===== config.mk =====
export PLATFORM = sky130hd
export DESIGN_NAME = fifo_credit_sender
export DESIGN_NICKNAME = d
export VERILOG_FILES = /design/src/rtl/fifo_credit_sender.sv
export SDC_FILE = /design/constraint.sdc
export NUM_CORES = 1
export LEC_CHECK = 0
export ABC_AREA = 0
export BUFFER_PORTS_ARGS = -buffer_cell sky130_fd_sc_hd__buf_2
export CAP_MARGIN = 20
export CORE_MARGIN = 2
export CORE_UTILIZATION = 42
export CTS_CLUSTER_SIZE = 28
export DETAILED_ROUTE_END_ITERATION = 16
export GPL_ROUTABILITY_DRIVEN = 0
export GPL_TIMING_DRIVEN = 1
export PLACE_DENSITY = 0.73
export SYNTH_ARGS = -nofsm -noshare
export SYNTH_HDL_FRONTEND = slang
export SYNTH_SLANG_ARGS = --single-unit

===== constraint.sdc =====
create_clock -name clk -period 2.4 [get_ports clk]
set_input_delay 0.36 -clock clk [delete_from_list [all_inputs] [get_ports clk]]
set_output_delay 0.36 -clock clk [all_outputs]
set_load 0.01 [all_outputs]

===== src/rtl/fifo_credit_sender.sv =====
// fifo_credit_sender: credit-gated forwarder from a valid/ready stream into a remote sync FIFO
// Ports: clk (state updates on falling edge), reset (async, active low),
//   in_data/in_valid/in_ready (local stream), push/push_data (remote FIFO write strobe),
//   pop_ret (one credit returned per high cycle), credits (free remote slots),
//   idle (running, nothing held, all credits home), err_overflow (sticky surplus credit return)
module fifo_credit_sender #(
  parameter int DATA_WIDTH = 16,
  parameter int DEPTH      = 8,
  parameter int CNT_WIDTH  = 4
) (
  input  logic                  clk,
  input  logic                  reset,
  input  logic [DATA_WIDTH-1:0] in_data,
  input  logic                  in_valid,
  output logic                  in_ready,
  output logic                  push,
  output logic [DATA_WIDTH-1:0] push_data,
  input  logic                  pop_ret,
  output logic [CNT_WIDTH-1:0]  credits,
  output logic                  idle,
  output logic                  err_overflow
);
  typedef enum logic [1:0] {INIT, RUN, STALL} state_t;
  localparam logic [CNT_WIDTH-1:0] FULL = CNT_WIDTH'(DEPTH);
  state_t                  state, state_next;
  logic                    hold_valid, hold_valid_next, accept, err_next;
  logic [DATA_WIDTH-1:0]   hold_data;
  logic [CNT_WIDTH-1:0]    credits_next;
  always_ff @(negedge clk or negedge reset) begin
    if (!reset) begin
      state        <= INIT;
      credits      <= FULL;
      hold_valid   <= 1'b0;
      hold_data    <= '0;
      err_overflow <= 1'b0;
    end else begin
      state        <= state_next;
      credits      <= credits_next;
      hold_valid   <= hold_valid_next;
      err_overflow <= err_next;
      if (accept) hold_data <= in_data;
    end
  end
  always_comb begin
    push            = hold_valid && credits != '0 && state != INIT;
    in_ready        = state != INIT && (!hold_valid || push);
    accept          = in_valid && in_ready;
    hold_valid_next = accept || (hold_valid && !push);
    // a simultaneous push and return cancel; a return with all credits home is dropped
    credits_next    = (push == pop_ret) ? credits :
                      push ? credits - 1'b1 :
                      (credits == FULL) ? credits : credits + 1'b1;
    err_next        = err_overflow || (pop_ret && !push && credits == FULL);
    state_next      = (state == INIT) ? RUN :
                      (state == RUN) ? ((credits_next == '0 && hold_valid_next) ? STALL : RUN) :
                      ((credits_next != '0) ? RUN : STALL);
  end
  assign push_data = hold_data;
  assign idle      = state == RUN && !hold_valid && credits == FULL;
endmodule


==> results_dict.tcl, run 1 <==
set metrics [dict create \
    end_kind "output pin" \
    leakage_nw 0.897 \
    fin_cells 199 \
    synthArstFlopShare 1.00 \
    grt_pass1_wl_mm 4.77 \
    cts_tree "built" \
    avgSynthCellArea_sq_um 12.7 \
    synthFlopType "dfrtn_1" \
    drt_pass1_iterations 4 \
    detail_route.wl_per_cell_um 15.1 \
    synth.distinct_cells 34 \
    hold_viol 0 \
    nFillCells 166 \
    cp.depth 6 \
    pre_cts_ws_ps -608 \
    hold_path_class "flip-flop to flip-flop" \
    dp_cells 182 \
    total_power_mw 2.97 \
    start_util 0.447 \
    maxCapViolations 0 \
    core_sq_um 2480 \
    drive_gt1_frac 0.710 \
    path_class "flip-flop to output pin" \
    synth_area_leader_cell "dfrtn_1" \
    critPathSlowestCell "dfrtn_1" \
    slowest_delay_ps 380 \
    drc 0 \
    cts_hold_buf 0 \
    p_sw_frac 0.382 \
    synth_edf_count 0 \
    grt_start_max_net_pins 22 \
    synthTopCellsByArea "dfrtn_1, mux2_2, ha_1" \
    combPwrFrac 0.672 \
    area.growth.synth_to_final_pct 67.8 \
    syn_area_sq_um 1110 \
    antennaDiodeCount 0 \
    fin_skew_ps 67.3 \
    clk_pin_slew_ps 90 \
    p_clk_frac 0.088 \
    htreeDepth 1 \
    hold_depth 1 \
    ant_nets 0 \
    required_ps 2040 \
    seqPwrFrac 0.240 \
    setup_ws_ps -637 \
    ios 44 \
    gr-usage-all-layers 0.201 \
    viasPerCell 5.03 \
    num-nets-final 193 \
    relSlewSlack 0.679 \
    violations "setup timing" \
    r2r_cells 10 \
    dp_hpwl_mm 1.92 \
    vias 1001 \
    worst_hold_slack_ps 443 \
    finalWirelength_mm 3.00 \
    grt-ovfl-total 0 \
    clock_sinks 24 \
    layout_commonest_cell "buf_2" \
    io_buffers 43 \
    arrival_ps 2680 \
    stdcell_area_sq_um 1860 \
    irDropWorstVdd_uv 1110 \
    insertion_delay_ps 380 \
    die_area_sq_um 3060 \
    synth_warnings 0 \
    postPlaceCellArea_sq_um 1590 \
    drt-initial-drc-count 16 \
    yosys.area.top_type_share 0.520 \
    seq_area_frac_synth 0.544 \
    rsz0062_at_grt "true" \
    final_cell_mix "buf_2, buf_4, dfrtn_1" \
    power.net_switching_mw 1.13 \
    rows 18 \
    die_x_um 55.3 \
    antenna_found_initial 0 \
    cts_root_buffer "clkbuf_4" \
    path_cells "inv_2, ha_4, and2b_2, nand2_2, nor4b_4, buf_2" \
    p_int_mw 1.83 \
    final_util 0.750 \
    synth-seq-cells 24 \
    grt_pass1_vias 1069 \
    die_h_um 55.3 \
    tightest_slew_ps 478 \
    outcome "finished with violations" \
    syn-num-nets 110 \
    setup_viol 25 \
    cts_buffer_depth 2 \
    fin_setup_tns_ps -3860 \
    cp_max_fo 2 \
    synth_cells 87 \
    path_buf_inv 2 \
    powerDensity_nw_per_um2 1600 \
    critPathTopFamily "simple AND/OR/NAND/NOR gates" \
    report.final.slew_viol_count 0 \
    startpoint_type "flip-flop" \
    cts_made_buffers 3 \
]
[area by class of cell]
type	instances	area (sq um)	share of cell area
Clock buffer	4	47.5	0.0256
Tap cell	30	37.5	0.0202
Timing Repair Buffer	80	574	0.309
Clock inverter	1	3.75	0.00202
Multi-Input combinational cell	56	578	0.311
Inverter	4	15.0	0.00808
Sequential cell	24	602	0.324
[routing by layer]
metal  GRT usage  vias up  part of all wire
met3      0.0304        6             0.048
met5           0        -                 0
met2       0.354       41              0.53
li1            -      475                 -
met4      0.0941        0             0.029
met1       0.240      479              0.39
[Yosys cell counts, types with 2 or more instances]
library cell  instances
o21ai_1               2
nand2_1               3
ha_1                  3
o21a_1                2
a31oi_1               2
xnor2_1               2
dfrtn_1              23
nor3_1                3
o21ai_0               3
inv_1                 5
mux2_1                2
mux2_2               14
xor2_1                2
[worst paths after layout]
| path | startpoint | to | slack [ps] |
|---|---|---|---|
| max in group asynchronous | reset | state[1] | 880 |
| worst max-delay path | credits[1] | idle | -640 |
| worst max register to register | credits[1] | state[0] | -70 |
| min in group asynchronous | reset | err_overflow | 1060 |
| worst min-delay path | push_data[4] | push_data[4] | 440 |
| worst min register to register | push_data[4] | push_data[4] | 440 |
[cells by family after synthesis]
logic type	synth area share
AOI/OAI and AO/OA	0.103
xor gates and xnor gates	0.0316
adders and majority gates	0.0339
buffers and inverters	0.0305
DFF	0.544
muxes	0.163
and+or+nand+nor	0.0949
[registers in the layout, summed over array words and instances, names as in the netlist]
register	cells
err_overflow	1
credits	4
push_data	16
hold_valid	1
state	2
[power groups by stage]
stage	sequential [mW]	clock (mW)	combinational, mW
after CTS	0.709	0.268	1.72
final	0.714	0.261	1.99
after global placement	0.705	0.00521	1.45
after detailed placement	0.712	0.00521	1.49
after floorplan	0.807	0.00521	0.721
after global routing	0.737	0.287	2.12
[timing repair]
item / CTS / global route
pin swaps: 2 / 1
resized for setup: 14 / 9
endpoints found under the hold margin: 0 / 0
setup endpoints to repair: 25 / 26
buffers inserted: 8 / 5
(Power assumes the default switching activity.)
==> run 2, diff against run 1 <==
--- a/config.mk
+++ b/config.mk
@@ -9,12 +9,13 @@
 export BUFFER_PORTS_ARGS = -buffer_cell sky130_fd_sc_hd__buf_2
 export CAP_MARGIN = 20
 export CORE_MARGIN = 2
-export CORE_UTILIZATION = 42
+export CORE_UTILIZATION = 50
 export CTS_CLUSTER_SIZE = 28
 export DETAILED_ROUTE_END_ITERATION = 16
-export GPL_ROUTABILITY_DRIVEN = 0
+export GPL_ROUTABILITY_DRIVEN = 1
 export GPL_TIMING_DRIVEN = 1
-export PLACE_DENSITY = 0.73
+export MAX_ROUTING_LAYER = met4
+export PLACE_DENSITY = 0.82
 export SYNTH_ARGS = -nofsm -noshare
 export SYNTH_HDL_FRONTEND = slang
 export SYNTH_SLANG_ARGS = --single-unit
==> constraint.sdc (replaced) <==
create_clock -name clk -period 3.8 [get_ports clk]
set_input_delay 0.57 -clock clk [delete_from_list [all_inputs] [get_ports clk]]
set_output_delay 0.57 -clock clk [all_outputs]
set_load 0.01 [all_outputs]
==> run 2 against run 1 <==
The flow still finishes with violations (setup timing). Cell count decreased by 12%. Utilization is 2.4 points lower. Combinational power shrank 56%. Sequential cell count unchanged. Worst hold slack got worse by 19 ps. Count of clock-buffer cells in the layout did not move. Total power decreased by 50%. Critical endpoint unchanged. Highest routed layer unchanged.
==> results_dict.tcl, run 2 (synthesized netlist as in run 1, its figures left out) <==
set metrics [dict create \
    grt_start_max_net_pins 25 \
    fin_skew_ps 59.0 \
    relSlewSlack 0.658 \
    report.final.slew_viol_count 0 \
    ant_nets 0 \
    largest_reg_flops 16 \
    vias 922 \
    required_ps 3230 \
    gr-usage-all-layers 0.209 \
    arrival_ps 3420 \
    detail_route.wl_per_cell_um 15.1 \
    leakage_nw 0.746 \
    grt_pass1_wl_mm 3.92 \
    grt-ovfl-total 0 \
    powerDensity_nw_per_um2 959 \
    layout_commonest_cell "buf_2" \
    maxCapViolations 0 \
    dp_hpwl_mm 1.68 \
    postPlaceCellArea_sq_um 1410 \
    cp_max_fo 3 \
    final_cell_mix "buf_2, dfrtn_1, mux2_2" \
    globalplace.congestion 0.803 \
    startpoint_type "flip-flop" \
    cts_root_buffer "clkbuf_4" \
    die_x_um 51.1 \
    antennaDiodeCount 0 \
    stdcell_area_sq_um 1560 \
    grt_pass1_vias 866 \
    rsz0062_at_grt "true" \
    hold_viol 0 \
    num-nets-final 171 \
    ios 44 \
    total_power_mw 1.50 \
    drt-initial-drc-count 23 \
    core_sq_um 2150 \
    finalWirelength_mm 2.65 \
    drc 0 \
    start_util 0.515 \
    htreeDepth 1 \
    setup_ws_ps -192 \
    clk_pin_slew_ps 90 \
    cts_buffer_depth 2 \
    cts_made_buffers 3 \
    io_buffers 43 \
    clock_sinks 24 \
    outcome "finished with violations" \
    tightest_slew_ps 513 \
    setup_viol 3 \
    viasPerCell 5.27 \
    cts_tree "built" \
    die_area_sq_um 2610 \
    violations "setup timing" \
    insertion_delay_ps 360 \
    pre_cts_ws_ps -84.9 \
    rows 17 \
    hold_path_class "flip-flop to flip-flop" \
    die_h_um 51.1 \
    area.growth.synth_to_final_pct 40.8 \
    drive_gt1_frac 0.626 \
    nFillCells 161 \
    worst_hold_slack_ps 424 \
    irDropWorstVdd_uv 633 \
    end_kind "output pin" \
    path_class "flip-flop to output pin" \
    antenna_found_initial 0 \
    drt_pass1_iterations 4 \
]
==> run 2: per-layer routing <==
layer | GRT usage | vias up | routed length (um)
li1 | - | 428 | -
met1 | 0.276 | 447 | 1100
met2 | 0.327 | 41 | 1350
met3 | 0.0409 | 6 | 158
met4 | 0.0676 | 0 | 41
met5 | - | - | 0
==> run 2: cell type report <==
cell class | count | area [sq um] | share of cell area
Clock inverter | 1 | 3.75 | 0.00241
Sequential cell | 24 | 602 | 0.386
Clock buffer | 4 | 47.5 | 0.0305
Tap cell | 28 | 35.0 | 0.0225
Timing Repair Buffer | 58 | 345 | 0.222
Multi-Input combinational cell | 56 | 510 | 0.327
Inverter | 4 | 15.0 | 0.00963
==> run 2: timing repair <==
item / CTS / global route
hold buffers: 0 / 0
resized for setup: 8 / 2
pin swaps: 3 / 3
setup endpoints to repair: 3 / 4
setup buffers: 3 / 6
==> run 2: per-stage QoR <==
stage / setup TNS, ps / std cells / utilization
detailed placement: -84.9 / 162 / 0.656
floorplan: -19.1 / 87 / -
global route: -716 / 175 / 0.726
finish: -531 / 175 / 0.726
CTS: -460 / 169 / 0.701
global placement: -46.3 / 162 / 0.656
==> run 2: report_power, final <==
| part | total, mW | switching (mW) | internal, mW |
|---|---|---|---|
| registers | 0.456 | 0.0748 | 0.381 |
| logic | 0.879 | 0.436 | 0.443 |
| clock network | 0.160 | 0.0789 | 0.0816 |
==> run 2: worst paths after layout <==
kind                           endpoint  slack [ps]  cells after the start    startpoint
max                                idle        -190                      6    credits[0]
min                        err_overflow         420                      1  err_overflow
max reg2reg                    state[0]        1270                     11    credits[0]
min reg2reg                err_overflow         420                      1  err_overflow
max in group asynchronous    credits[3]        1350                      1         reset
min in group asynchronous  err_overflow        2000                      1         reset
==> run 2: worst max-delay path, cell delays in order, from the launching register on <==
cell	delay [ps]
dfrtn_1	380
inv_2	80
ha_4	140
and2b_2	160
nand2_2	50
nor4b_2	230
buf_2	180
